`config.mk`:
```
export PLATFORM = sky130hd
export DESIGN_NAME = uart_tx_arbiter_flat
export DESIGN_NICKNAME = d
export VERILOG_FILES = /design/src/rtl/uart_tx_arbiter_pkg.sv /design/src/rtl/uart_tx_arbiter_if.sv /design/src/rtl/uart_tx_arbiter_rr_picker.sv /design/src/rtl/uart_tx_arbiter.sv /design/src/flat_wrapper.sv
export SDC_FILE = /design/constraint.sdc
export NUM_CORES = 1
export LEC_CHECK = 0
export ABC_AREA = 0
export CAP_MARGIN = 20
export CORE_MARGIN = 8
export CORE_UTILIZATION = 37
export CTS_CLUSTER_SIZE = 8
export DETAILED_ROUTE_END_ITERATION = 12
export GPL_ROUTABILITY_DRIVEN = 0
export GPL_TIMING_DRIVEN = 0
export HOLD_SLACK_MARGIN = 0.06
export PLACE_DENSITY = 0.73
export REMOVE_ABC_BUFFERS = 1
export SYNTH_ARGS = -nofsm -noshare
export SYNTH_HDL_FRONTEND = slang
export SYNTH_SLANG_ARGS = --single-unit
```
`constraint.sdc`:
```
create_clock -name CLK -period 1.65 [get_ports CLK]
set_clock_uncertainty 0.2 [all_clocks]
set_input_delay 0.165 -clock CLK [delete_from_list [all_inputs] [get_ports CLK]]
set_output_delay 0.165 -clock CLK [all_outputs]
set_load 0.05 [all_outputs]
```
`src/rtl/uart_tx_arbiter_pkg.sv`:
```
// uart_tx_arb_pkg: shared types and constants for the UART TX arbiter slice.
//   arb_state_t  : controller FSM state encoding
//   NUM_REQ_DEF  : default requester count
//   DW_DEF       : default byte width
//   WDOG_CW      : watchdog counter width (WDOG_CYC must fit, i.e. <= 255)
package uart_tx_arb_pkg;

  localparam int NUM_REQ_DEF = 4;
  localparam int DW_DEF      = 8;
  localparam int WDOG_CW     = 8;

  typedef enum logic [2:0] {
    S_IDLE,
    S_LAUNCH,
    S_WAIT_BUSY,
    S_WAIT_DONE,
    S_ERR
  } arb_state_t;

endpackage

```
`src/rtl/uart_tx_arbiter_if.sv`:
```
// uart_tx_arbiter_if: requester-side and transmitter-side signals of the arbiter.
//   REQ / REQ_DATA / REQ_LAST : per-requester byte offer (slice i = [i*DW +: DW])
//   REQ_ACK                   : 1-cycle per-requester launch acknowledge
//   TX_P_DATA / TX_DATA_VALID : byte and launch pulse to the UART transmitter
//   TX_BUSY                   : transmitter busy flag
//   GNT_ID / GNT_ACTIVE       : current/last owner and frame-lock status
//   WDOG_ERR                  : sticky launch watchdog error
// modport slave  : the arbiter
// modport master : requesters + transmitter (the environment)
interface uart_tx_arbiter_if
  import uart_tx_arb_pkg::*;
#(
  parameter int NUM_REQ = NUM_REQ_DEF,
  parameter int DW      = DW_DEF
);
  localparam int IW = $clog2(NUM_REQ);

  logic [NUM_REQ-1:0]    REQ;
  logic [NUM_REQ*DW-1:0] REQ_DATA;
  logic [NUM_REQ-1:0]    REQ_LAST;
  logic [NUM_REQ-1:0]    REQ_ACK;
  logic [DW-1:0]         TX_P_DATA;
  logic                  TX_DATA_VALID;
  logic                  TX_BUSY;
  logic [IW-1:0]         GNT_ID;
  logic                  GNT_ACTIVE;
  logic                  WDOG_ERR;

  modport slave (
    input  REQ, REQ_DATA, REQ_LAST, TX_BUSY,
    output REQ_ACK, TX_P_DATA, TX_DATA_VALID, GNT_ID, GNT_ACTIVE, WDOG_ERR
  );

  modport master (
    output REQ, REQ_DATA, REQ_LAST, TX_BUSY,
    input  REQ_ACK, TX_P_DATA, TX_DATA_VALID, GNT_ID, GNT_ACTIVE, WDOG_ERR
  );

endinterface

```
`src/rtl/uart_tx_arbiter_rr_picker.sv`:
```
// rr_picker: combinational rotate-priority encoder.
//   req   : request vector
//   ptr   : index with highest priority; priority falls going upward with wrap
//   valid : at least one request set
//   idx   : first set request found scanning from ptr
module rr_picker
  import uart_tx_arb_pkg::*;
#(
  parameter int NUM_REQ = NUM_REQ_DEF
) (
  input  logic [NUM_REQ-1:0]         req,
  input  logic [$clog2(NUM_REQ)-1:0] ptr,
  output logic                       valid,
  output logic [$clog2(NUM_REQ)-1:0] idx
);
  localparam int IW = $clog2(NUM_REQ);

  logic [IW-1:0] sel;

  always_comb begin
    valid = 1'b0;
    idx   = '0;
    sel   = '0;
    for (int unsigned k = 0; k < NUM_REQ; k++) begin
      sel = IW'((32'(ptr) + k) % NUM_REQ);
      if (!valid && req[sel]) begin
        valid = 1'b1;
        idx   = sel;
      end
    end
  end

endmodule

```
`src/rtl/uart_tx_arbiter.sv`:
```
// uart_tx_arbiter: frame-locked round-robin scheduler sharing one UART
// transmitter among NUM_REQ byte-stream requesters.
//   CLK : system clock, rising edge
//   RST : asynchronous reset, active-high
//   bus : uart_tx_arbiter_if.slave (requester offers, transmitter handshake,
//         grant status, watchdog error)
// Optional feature: define UART_TX_ARB_WDOG_EN to enable the launch watchdog
// (WDOG_CYC cycles from launch to TX_BUSY rise). Without it WAIT_BUSY waits
// indefinitely and WDOG_ERR is tied low.
module uart_tx_arbiter
  import uart_tx_arb_pkg::*;
#(
  parameter int NUM_REQ  = NUM_REQ_DEF,
  parameter int DW       = DW_DEF,
  parameter int WDOG_CYC = 16
) (
  input logic              CLK,
  input logic              RST,
  uart_tx_arbiter_if.slave bus
);
  localparam int IW = $clog2(NUM_REQ);

  if (NUM_REQ < 2 || NUM_REQ > 8 || WDOG_CYC < 1 || WDOG_CYC > 255) begin : g_bad_param
    $error("uart_tx_arbiter: parameter out of range");
  end

  arb_state_t         state;
  logic [IW-1:0]      gnt_id_q;
  logic               gnt_active_q;
  logic [IW-1:0]      rr_ptr;
  logic               last_q;
  logic [DW-1:0]      tx_p_data_q;
  logic               tx_valid_q;
  logic [NUM_REQ-1:0] req_ack_q;
  logic               pick_valid;
  logic [IW-1:0]      pick_idx;
  logic [DW-1:0]      data_arr [NUM_REQ];

  for (genvar g = 0; g < NUM_REQ; g++) begin : g_unpack
    assign data_arr[g] = bus.REQ_DATA[g*DW +: DW];
  end

  function automatic logic [IW-1:0] wrap_inc(input logic [IW-1:0] i);
    return (32'(i) == NUM_REQ - 1) ? '0 : IW'(i + 1'b1);
  endfunction

  rr_picker #(.NUM_REQ(NUM_REQ)) u_picker (
    .req   (bus.REQ),
    .ptr   (rr_ptr),
    .valid (pick_valid),
    .idx   (pick_idx)
  );

`ifdef UART_TX_ARB_WDOG_EN
  localparam logic [WDOG_CW-1:0] WDOG_LAST = WDOG_CW'(WDOG_CYC - 1);
  logic [WDOG_CW-1:0] wdog_cnt;
  logic               wdog_err_q;
  assign bus.WDOG_ERR = wdog_err_q;
`else
  assign bus.WDOG_ERR = 1'b0;
`endif

  // The launch pulse, ack and data are registered on the edge that leaves
  // LAUNCH, so REQ_DATA/REQ_LAST are sampled during the LAUNCH cycle and the
  // pulse is seen by the transmitter in the first WAIT_BUSY cycle.
  always_ff @(posedge CLK or posedge RST) begin
    if (RST) begin
      state        <= S_IDLE;
      gnt_id_q     <= '0;
      gnt_active_q <= 1'b0;
      rr_ptr       <= '0;
      last_q       <= 1'b0;
      tx_p_data_q  <= '0;
      tx_valid_q   <= 1'b0;
      req_ack_q    <= '0;
`ifdef UART_TX_ARB_WDOG_EN
      wdog_cnt     <= '0;
      wdog_err_q   <= 1'b0;
`endif
    end else begin
      tx_valid_q <= 1'b0;
      req_ack_q  <= '0;
      case (state)
        S_IDLE: begin
          if (!bus.TX_BUSY) begin
            if (gnt_active_q) begin
              // Locked: only the owner may continue its frame.
              if (bus.REQ[gnt_id_q]) state <= S_LAUNCH;
            end else if (pick_valid) begin
              gnt_id_q     <= pick_idx;
              gnt_active_q <= 1'b1;
              state        <= S_LAUNCH;
            end
          end
        end
        S_LAUNCH: begin
          tx_p_data_q         <= data_arr[gnt_id_q];
          tx_valid_q          <= 1'b1;
          req_ack_q[gnt_id_q] <= 1'b1;
          last_q              <= bus.REQ_LAST[gnt_id_q];
`ifdef UART_TX_ARB_WDOG_EN
          wdog_cnt            <= '0;
`endif
          state               <= S_WAIT_BUSY;
        end
        S_WAIT_BUSY: begin
          if (bus.TX_BUSY) begin
            state <= S_WAIT_DONE;
          end
`ifdef UART_TX_ARB_WDOG_EN
          else if (wdog_cnt == WDOG_LAST) begin
            wdog_err_q   <= 1'b1;
            gnt_active_q <= 1'b0;
            rr_ptr       <= wrap_inc(gnt_id_q);
            state        <= S_ERR;
          end else begin
            wdog_cnt <= wdog_cnt + 1'b1;
          end
`endif
        end
        S_WAIT_DONE: begin
          if (!bus.TX_BUSY) begin
            state <= S_IDLE;
            if (last_q) begin
              gnt_active_q <= 1'b0;
              rr_ptr       <= wrap_inc(gnt_id_q);
            end
          end
        end
        default: state <= S_IDLE;
      endcase
    end
  end

  assign bus.REQ_ACK       = req_ack_q;
  assign bus.TX_P_DATA     = tx_p_data_q;
  assign bus.TX_DATA_VALID = tx_valid_q;
  assign bus.GNT_ID        = gnt_id_q;
  assign bus.GNT_ACTIVE    = gnt_active_q;

endmodule
```
`src/flat_wrapper.sv`:
```
// flat-port wrapper written by rule: the top's interface ports become plain ports
module uart_tx_arbiter_flat import uart_tx_arb_pkg::*;
#(
  parameter int NUM_REQ  = NUM_REQ_DEF,
  parameter int DW       = DW_DEF,
  parameter int WDOG_CYC = 16
)
  (CLK, RST, bus_REQ, bus_REQ_DATA, bus_REQ_LAST, bus_TX_BUSY, bus_REQ_ACK, bus_TX_P_DATA, bus_TX_DATA_VALID, bus_GNT_ID, bus_GNT_ACTIVE, bus_WDOG_ERR);
  uart_tx_arbiter_if #(.NUM_REQ(NUM_REQ), .DW(DW)) bus_i ();
  input logic CLK;
  input logic RST;
  input wire logic [$bits(bus_i.REQ)-1:0] bus_REQ;
  input wire logic [$bits(bus_i.REQ_DATA)-1:0] bus_REQ_DATA;
  input wire logic [$bits(bus_i.REQ_LAST)-1:0] bus_REQ_LAST;
  input wire logic [$bits(bus_i.TX_BUSY)-1:0] bus_TX_BUSY;
  output wire logic [$bits(bus_i.REQ_ACK)-1:0] bus_REQ_ACK;
  output wire logic [$bits(bus_i.TX_P_DATA)-1:0] bus_TX_P_DATA;
  output wire logic [$bits(bus_i.TX_DATA_VALID)-1:0] bus_TX_DATA_VALID;
  output wire logic [$bits(bus_i.GNT_ID)-1:0] bus_GNT_ID;
  output wire logic [$bits(bus_i.GNT_ACTIVE)-1:0] bus_GNT_ACTIVE;
  output wire logic [$bits(bus_i.WDOG_ERR)-1:0] bus_WDOG_ERR;
  assign bus_i.REQ = bus_REQ;
  assign bus_i.REQ_DATA = bus_REQ_DATA;
  assign bus_i.REQ_LAST = bus_REQ_LAST;
  assign bus_i.TX_BUSY = bus_TX_BUSY;
  assign bus_REQ_ACK = bus_i.REQ_ACK;
  assign bus_TX_P_DATA = bus_i.TX_P_DATA;
  assign bus_TX_DATA_VALID = bus_i.TX_DATA_VALID;
  assign bus_GNT_ID = bus_i.GNT_ID;
  assign bus_GNT_ACTIVE = bus_i.GNT_ACTIVE;
  assign bus_WDOG_ERR = bus_i.WDOG_ERR;
  uart_tx_arbiter #(.NUM_REQ(NUM_REQ), .DW(DW), .WDOG_CYC(WDOG_CYC)) u_core (.CLK(CLK), .RST(RST), .bus(bus_i));
endmodule
```
# Word-level counts from Yosys, hierarchy flattened
# Cells that the tools add are included.
dict set report totals {
  register_bits 22
  latch_bits 0
  ramBits 0
  mem_bits_ro 0
  in_bits 43
  output_inout_bits 17
  elab_cells 86
  memories 0
}
dict set report op_classes {
  addsub 4
  n_mul 0
  n_div 0
  magnitude_cmp 7
  eq_ne 10
  shifts 0
  mux 41
  bitwise_logic 3
  n_reduce_logical 13
}
# op n
set op_table {}
lappend op_table {{$mux W3} 6}
lappend op_table {{$mux W1} 17}
lappend op_table {{$bmux W8 S2} 1}
lappend op_table {{$mux W8} 2}
lappend op_table {{$lt A2 B3 Y1 const B} 5}
lappend op_table {{$bmux W1 S2} 6}
lappend op_table {{$pmux W3 S4} 1}
lappend op_table {{$mux W2} 5}
lappend op_table {{$reduce_and A4 Y1} 2}
lappend op_table {{$eq A3 B2 Y1 const B} 2}
lappend op_table {{$ne A2 B2 Y1 const B} 3}
lappend op_table {{$reduce_and A5 Y1} 1}
lappend op_table {{$add A2 B1 Y2 const B} 2}
lappend op_table {{$add A2 B2 Y2 const B} 2}
lappend op_table {{$logic_and A1 B1 Y1} 4}
lappend op_table {{$mux W4} 1}
lappend op_table {{$eq A3 B1 Y1 const B} 1}
lappend op_table {{$ge A3 B3 Y1 const B} 1}
lappend op_table {{$logic_not A1 Y1} 3}
lappend op_table {{$logic_not A3 Y1} 1}
lappend op_table {{$ne A3 B1 Y1 const B} 1}
lappend op_table {{$ne A3 B3 Y1 const B} 1}
lappend op_table {{$not A2 Y3} 1}
lappend op_table {{$reduce_and A3 Y1} 1}
lappend op_table {{other kinds (7)} 8}

# Logic depth before layout (Yosys ltp)
dict set report logic_depth {
  depth_word 16
  ltp_mapped 6
  ltp_nobuf 6
}

# By module
# Synthesis repeated with hierarchy kept, for this count alone.
dict set report hier_totals {
  hier_cells 105
  area_unflattened_um2 1280.0
}
# mod n_inst cells_each area_each_um2 seq_area_each_um2
set modules_own_cells {}
lappend modules_own_cells {uart_tx_arbiter 1 90 1202.4 525.5}
lappend modules_own_cells {rr_picker 1 15 77.6 0.0}

# Least setup slack after synthesis
# Ideal clock, no wire load.
dict set report synth_timing {
  path_type {reg-to-reg}
  startpoint {register u_core.gnt_id_q[0], in the netlist u_core.bus.GNT_ID[0]}
  endpoint {register u_core.tx_p_data_q[0], in the netlist u_core.bus.TX_P_DATA[0]}
  setup_time_ns 0.125
  arrival_ns 1.724
  required_time_ns 1.325
  path_slack_ns -0.399
  stages_incl_launch_ff 5
  n_path_buf 2
  synth_period_minus_slack_ns 2.049
  cell_sequence {dfrtp_1 -> buf_6 -> buf_12 -> mux4_2 -> mux2_4}
}
dict set report synth_between {
  elab_chain_len 4
}
# item line_no
set synth_lines {}
lappend synth_lines {{from (decl)} uart_tx_arbiter.sv:28} ;# logic [IW-1:0] gnt_id_q;
lappend synth_lines {{from (signal assigned)} uart_tx_arbiter.sv:90} ;# gnt_id_q <= pick_idx;
lappend synth_lines {{$not A2 Y3 (not written as such)} uart_tx_arbiter.sv:97} ;# tx_p_data_q <= data_arr[gnt_id_q];
lappend synth_lines {{$bmux W8 S2} uart_tx_arbiter.sv:97}
lappend synth_lines {{$mux W8 (not written as such) (2 in series)} uart_tx_arbiter.sv:97}
lappend synth_lines {{to (signal assigned)} uart_tx_arbiter.sv:97}
lappend synth_lines {{to (decl)} uart_tx_arbiter.sv:32} ;# logic [DW-1:0] tx_p_data_q;
# No other way between the ends. The select of a mux whose other input is x is not followed.
# A chain may end at the register's enable or synchronous reset.

# Final worst setup path
dict set report layout_timing {
  startpoint {register u_core.gnt_id_q[0], in the netlist u_core.bus.GNT_ID[0]}
  endpoint {register u_core.tx_p_data_q[2], in the netlist u_core.bus.TX_P_DATA[2]}
}
# Same word-level chain as after synthesis.

==> run metrics <==
average wire per cell in the routed design=approximately 16 microns; floorplan die area=around 5700 sq um; detailed placer's ending HPWL=around 2.4 mm; pin count of the biggest net entering global routing=22; Clock Pin Slew Worst Setup and Hold Paths=between 0.1 and 0.15 ns; Cell Chain, Critical Path=buf_12 > mux4_2 > mux2_4; Comb power frac=about two thirds; part of the power in the clock network=under 10%; CP startpoint kind=flop; DR top layer=met4; classification of the worst-slack hold path=in -> async; length of routed wiring on met1=between 1 and 1.5 mm; Critical-path top delay cell=sky130_fd_sc_hd__dfrtp_4; Max-cap violations=0; power share of the sequential group=a little over a quarter; Sink Count=21; run status=complete, but fails checks; endpoint required time on the critical path=~1.6 ns; sum of buffers and inverters on the critical path=1; count of final setup violators=11; CP max stage delay=approximately 0.52 ns; critical path type=reg -> reg; CP delay by family, top=multiplexers; number of primary I/O pins=60; WL met2=1.79 mm; total of warnings raised by yosys=0; final critical path time including I/O delays and setup=1.73 ns; number of register bits inferred by synthesis=21; Die Y-Extent=around 76 microns; number of I/O port buffers=between 50 and 60; Post-Route WL=approximately 3.4 mm; detailed-router iteration count before antenna repair=4; global-route wire length before repair=5.34 mm; Lkg Pwr=approximately 0.92 nW; met3 wire length=238 microns; Clock Latency Late Sink=0.30 ns; level count of the clock H-tree=1; Cell Area, Synth=~1300 sq um; syn avg cell area=between 10 and 15 sq um; Core Box Area=3360 sq um; Internal Power=roughly 2 mW; clock tree from TritonCTS=done; maximum net fanout on the critical path=8; cells after synthesis=a little under 100; via/cell ratio=4.80; count of nets after finishing=between 200 and 250; Fill cells=between 200 and 300; Final period util=105%; number of nets with antenna violations after routing=0; critical path endpoint category=flop; share of post-route cells with drive strength above 1=between 30% and 40%; achievable clock frequency=between 0.5 and 0.6 GHz; setup repair after global routing missed its margin=true; Clock Path Buffers=2; width of the die=between 70 and 80 microns; root cell of the clock tree=sky130_fd_sc_hd__clkbuf_4; violated checks=setup timing; smallest setup slack after layout=-0.0797 ns; Worst slew margin=between 40% and 50%; post-synthesis sequential area ratio=40.0%; number of buffers created by CTS=3; DRC violations left=0; endpoints failing hold=0; overall fraction of global-route tracks in use=12.3%; Syn-to-layout area delta=59.5%; Iteration-0 DRC Markers=27; vias in the first global route=~1200; transition at the pin with the smallest max-transition slack=between 0.7 and 0.8 ns; power per cell area=1740 nW/um^2; leftover overflow at the end of global routing=0; Final TNS setup=-0.626 ns; hold slack final=0.0840 ns; number of placement rows=21; number of buffers inserted for hold repair after clock tree synthesis=0; Util after Layout=62.2%; peak supply drop=926 uV; Post-Place Setup Slack=-0.595 ns; NetSw=about 1.6 mW; initial antenna violation count=0; final design area excluding fillers=around 2100 sq um; Final Max Tran Viols=0; Seq. cell area=about 530 sq um; count of distinct cell types in the synthesized netlist=33; via count=between 1000 and 1500; switching power as a share of total power=between 40 and 50%; post-placement cell area=between 1500 and 2000 sq um; ANT cells=0; initial standard-cell utilization of the core=39.0%; area of the multi-input gates=773 sq um; data arrival time of the worst path=1.72 ns
## sequential cells by signal, indices dropped and copies added (netlist names)
name and flops:
u_core.rr_ptr 2, u_core.bus.REQ_ACK 4, u_core.bus.GNT_ID 2, u_core.bus.TX_P_DATA 8, u_core.bus.GNT_ACTIVE 1, u_core.bus.TX_DATA_VALID 1, u_core.last_q 1, u_core.state 2
## metal layers
layer,global-route usage [%],up-vias
met3,5.00,4
met2,22.6,38
li1,-,487
met5,0,-
met4,1.92,0
met1,13.1,489
## logic make-up (layout without fill, tap and decap cells)
logic type / count (synthesis) / after routing / synth area share [%]
and+or+nand+nor: 17 / 17 / 8.49
adders and majority gates: 8 / 8 / 7.63
other: 1 / 1 / 0.286
DFF: 21 / 21 / 40.0
buffers and inverters: 13 / 82 / 5.91
muxes: 24 / 24 / 30.6
AOI/OAI and AO/OA: 13 / 13 / 7.06
## power groups by stage
stage | sequential, mW | combinational (mW) | clock, mW
after detailed placement | 1.05 | 2.03 | 0
final | 0.954 | 2.43 | 0.249
after global routing | 0.993 | 2.61 | 0.287
after global placement | 1.04 | 2.00 | 0
after floorplan | 1.56 | 0.874 | 0
after CTS | 0.953 | 2.35 | 0.259
## timing repair
action,4_1_cts,5_1_grt
pin swaps,3,2
setup endpoints to repair,33,15
resized for setup,41,9
setup buffers,12,0
## final timing paths
kind                                               from                       to  slack, ns  cells after the start
worst min register to register  u_core.bus.TX_P_DATA[3]  u_core.bus.TX_P_DATA[3]       0.32                      1
worst min-delay path                                RST    u_core.bus.GNT_ACTIVE       0.08                      2
min in group CLK                u_core.bus.TX_P_DATA[3]  u_core.bus.TX_P_DATA[3]       0.32                      1
max in group asynchronous                           RST     u_core.bus.GNT_ID[0]       0.60                      2
worst max-delay path               u_core.bus.GNT_ID[0]  u_core.bus.TX_P_DATA[2]      -0.08                      3
worst max register to register     u_core.bus.GNT_ID[0]  u_core.bus.TX_P_DATA[2]      -0.08                      3
## layout make-up
class / instances / share of cell area (%)
multi-input cells: 63 / 36.9
repair buffers: 70 / 32.2
flip-flops and latches: 21 / 25.3
well taps: 46 / 2.75
inverters: 8 / 1.43
clock buffers: 3 / 1.08
clock inverters: 1 / 0.239
## through the flow
| step | power [mW] | instances |
|---|---|---|
| 4_1_cts | 3.56 | 212 |
| 6_report | 3.64 | 212 |
| 2_1_floorplan | 2.43 | 92 |
| 3_3_place_gp | 3.04 | 196 |
| 3_5_place_dp | 3.07 | 196 |
| 5_1_grt | 3.89 | 212 |
## placed cells by master, fill, tap and decap left out, types with 3 or more instances in the layout
cell type,instances
sky130_fd_sc_hd__mux2_4,9
sky130_fd_sc_hd__clkdlybuf4s50_1,41
sky130_fd_sc_hd__mux2i_1,3
sky130_fd_sc_hd__dfrtp_1,19
sky130_fd_sc_hd__dlygate4sd2_1,14
sky130_fd_sc_hd__mux2_2,3
sky130_fd_sc_hd__mux4_2,9
sky130_fd_sc_hd__nand2b_1,3
sky130_fd_sc_hd__inv_1,7
sky130_fd_sc_hd__nand2_1,3
sky130_fd_sc_hd__and2_1,4
sky130_fd_sc_hd__buf_6,3
sky130_fd_sc_hd__buf_4,8
sky130_fd_sc_hd__clkbuf_4,3
sky130_fd_sc_hd__ha_1,4
## cell usage after synthesis, drive strengths merged
| master | number | share of area, % |
|---|---|---|
| dfrtp | 21 | 40 |
| a211oi | 1 | 0.57 |
| o22ai | 3 | 1.9 |
| mux2i | 3 | 2.3 |
| nor2b | 1 | 0.48 |
| a21oi | 2 | 0.76 |
| conb | 1 | 0.29 |
| o221ai | 1 | 0.67 |
| o21ai | 2 | 0.76 |
| nand3b | 1 | 0.57 |
| o21bai | 1 | 0.57 |
| o41ai | 1 | 0.67 |
| nand2b | 3 | 1.4 |
| buf | 5 | 3.6 |
| mux2 | 12 | 12 |
| and2 | 4 | 1.9 |
| ha | 8 | 7.6 |
| nor2 | 2 | 0.57 |
| o31ai | 1 | 0.57 |
| nor4 | 2 | 2.1 |
| a21o | 1 | 0.57 |
| inv | 8 | 2.3 |
| mux4 | 9 | 16 |
| nand2 | 3 | 0.86 |
| nor3b | 1 | 0.57 |
No activity file was read; power rests on OpenSTA's default activity.
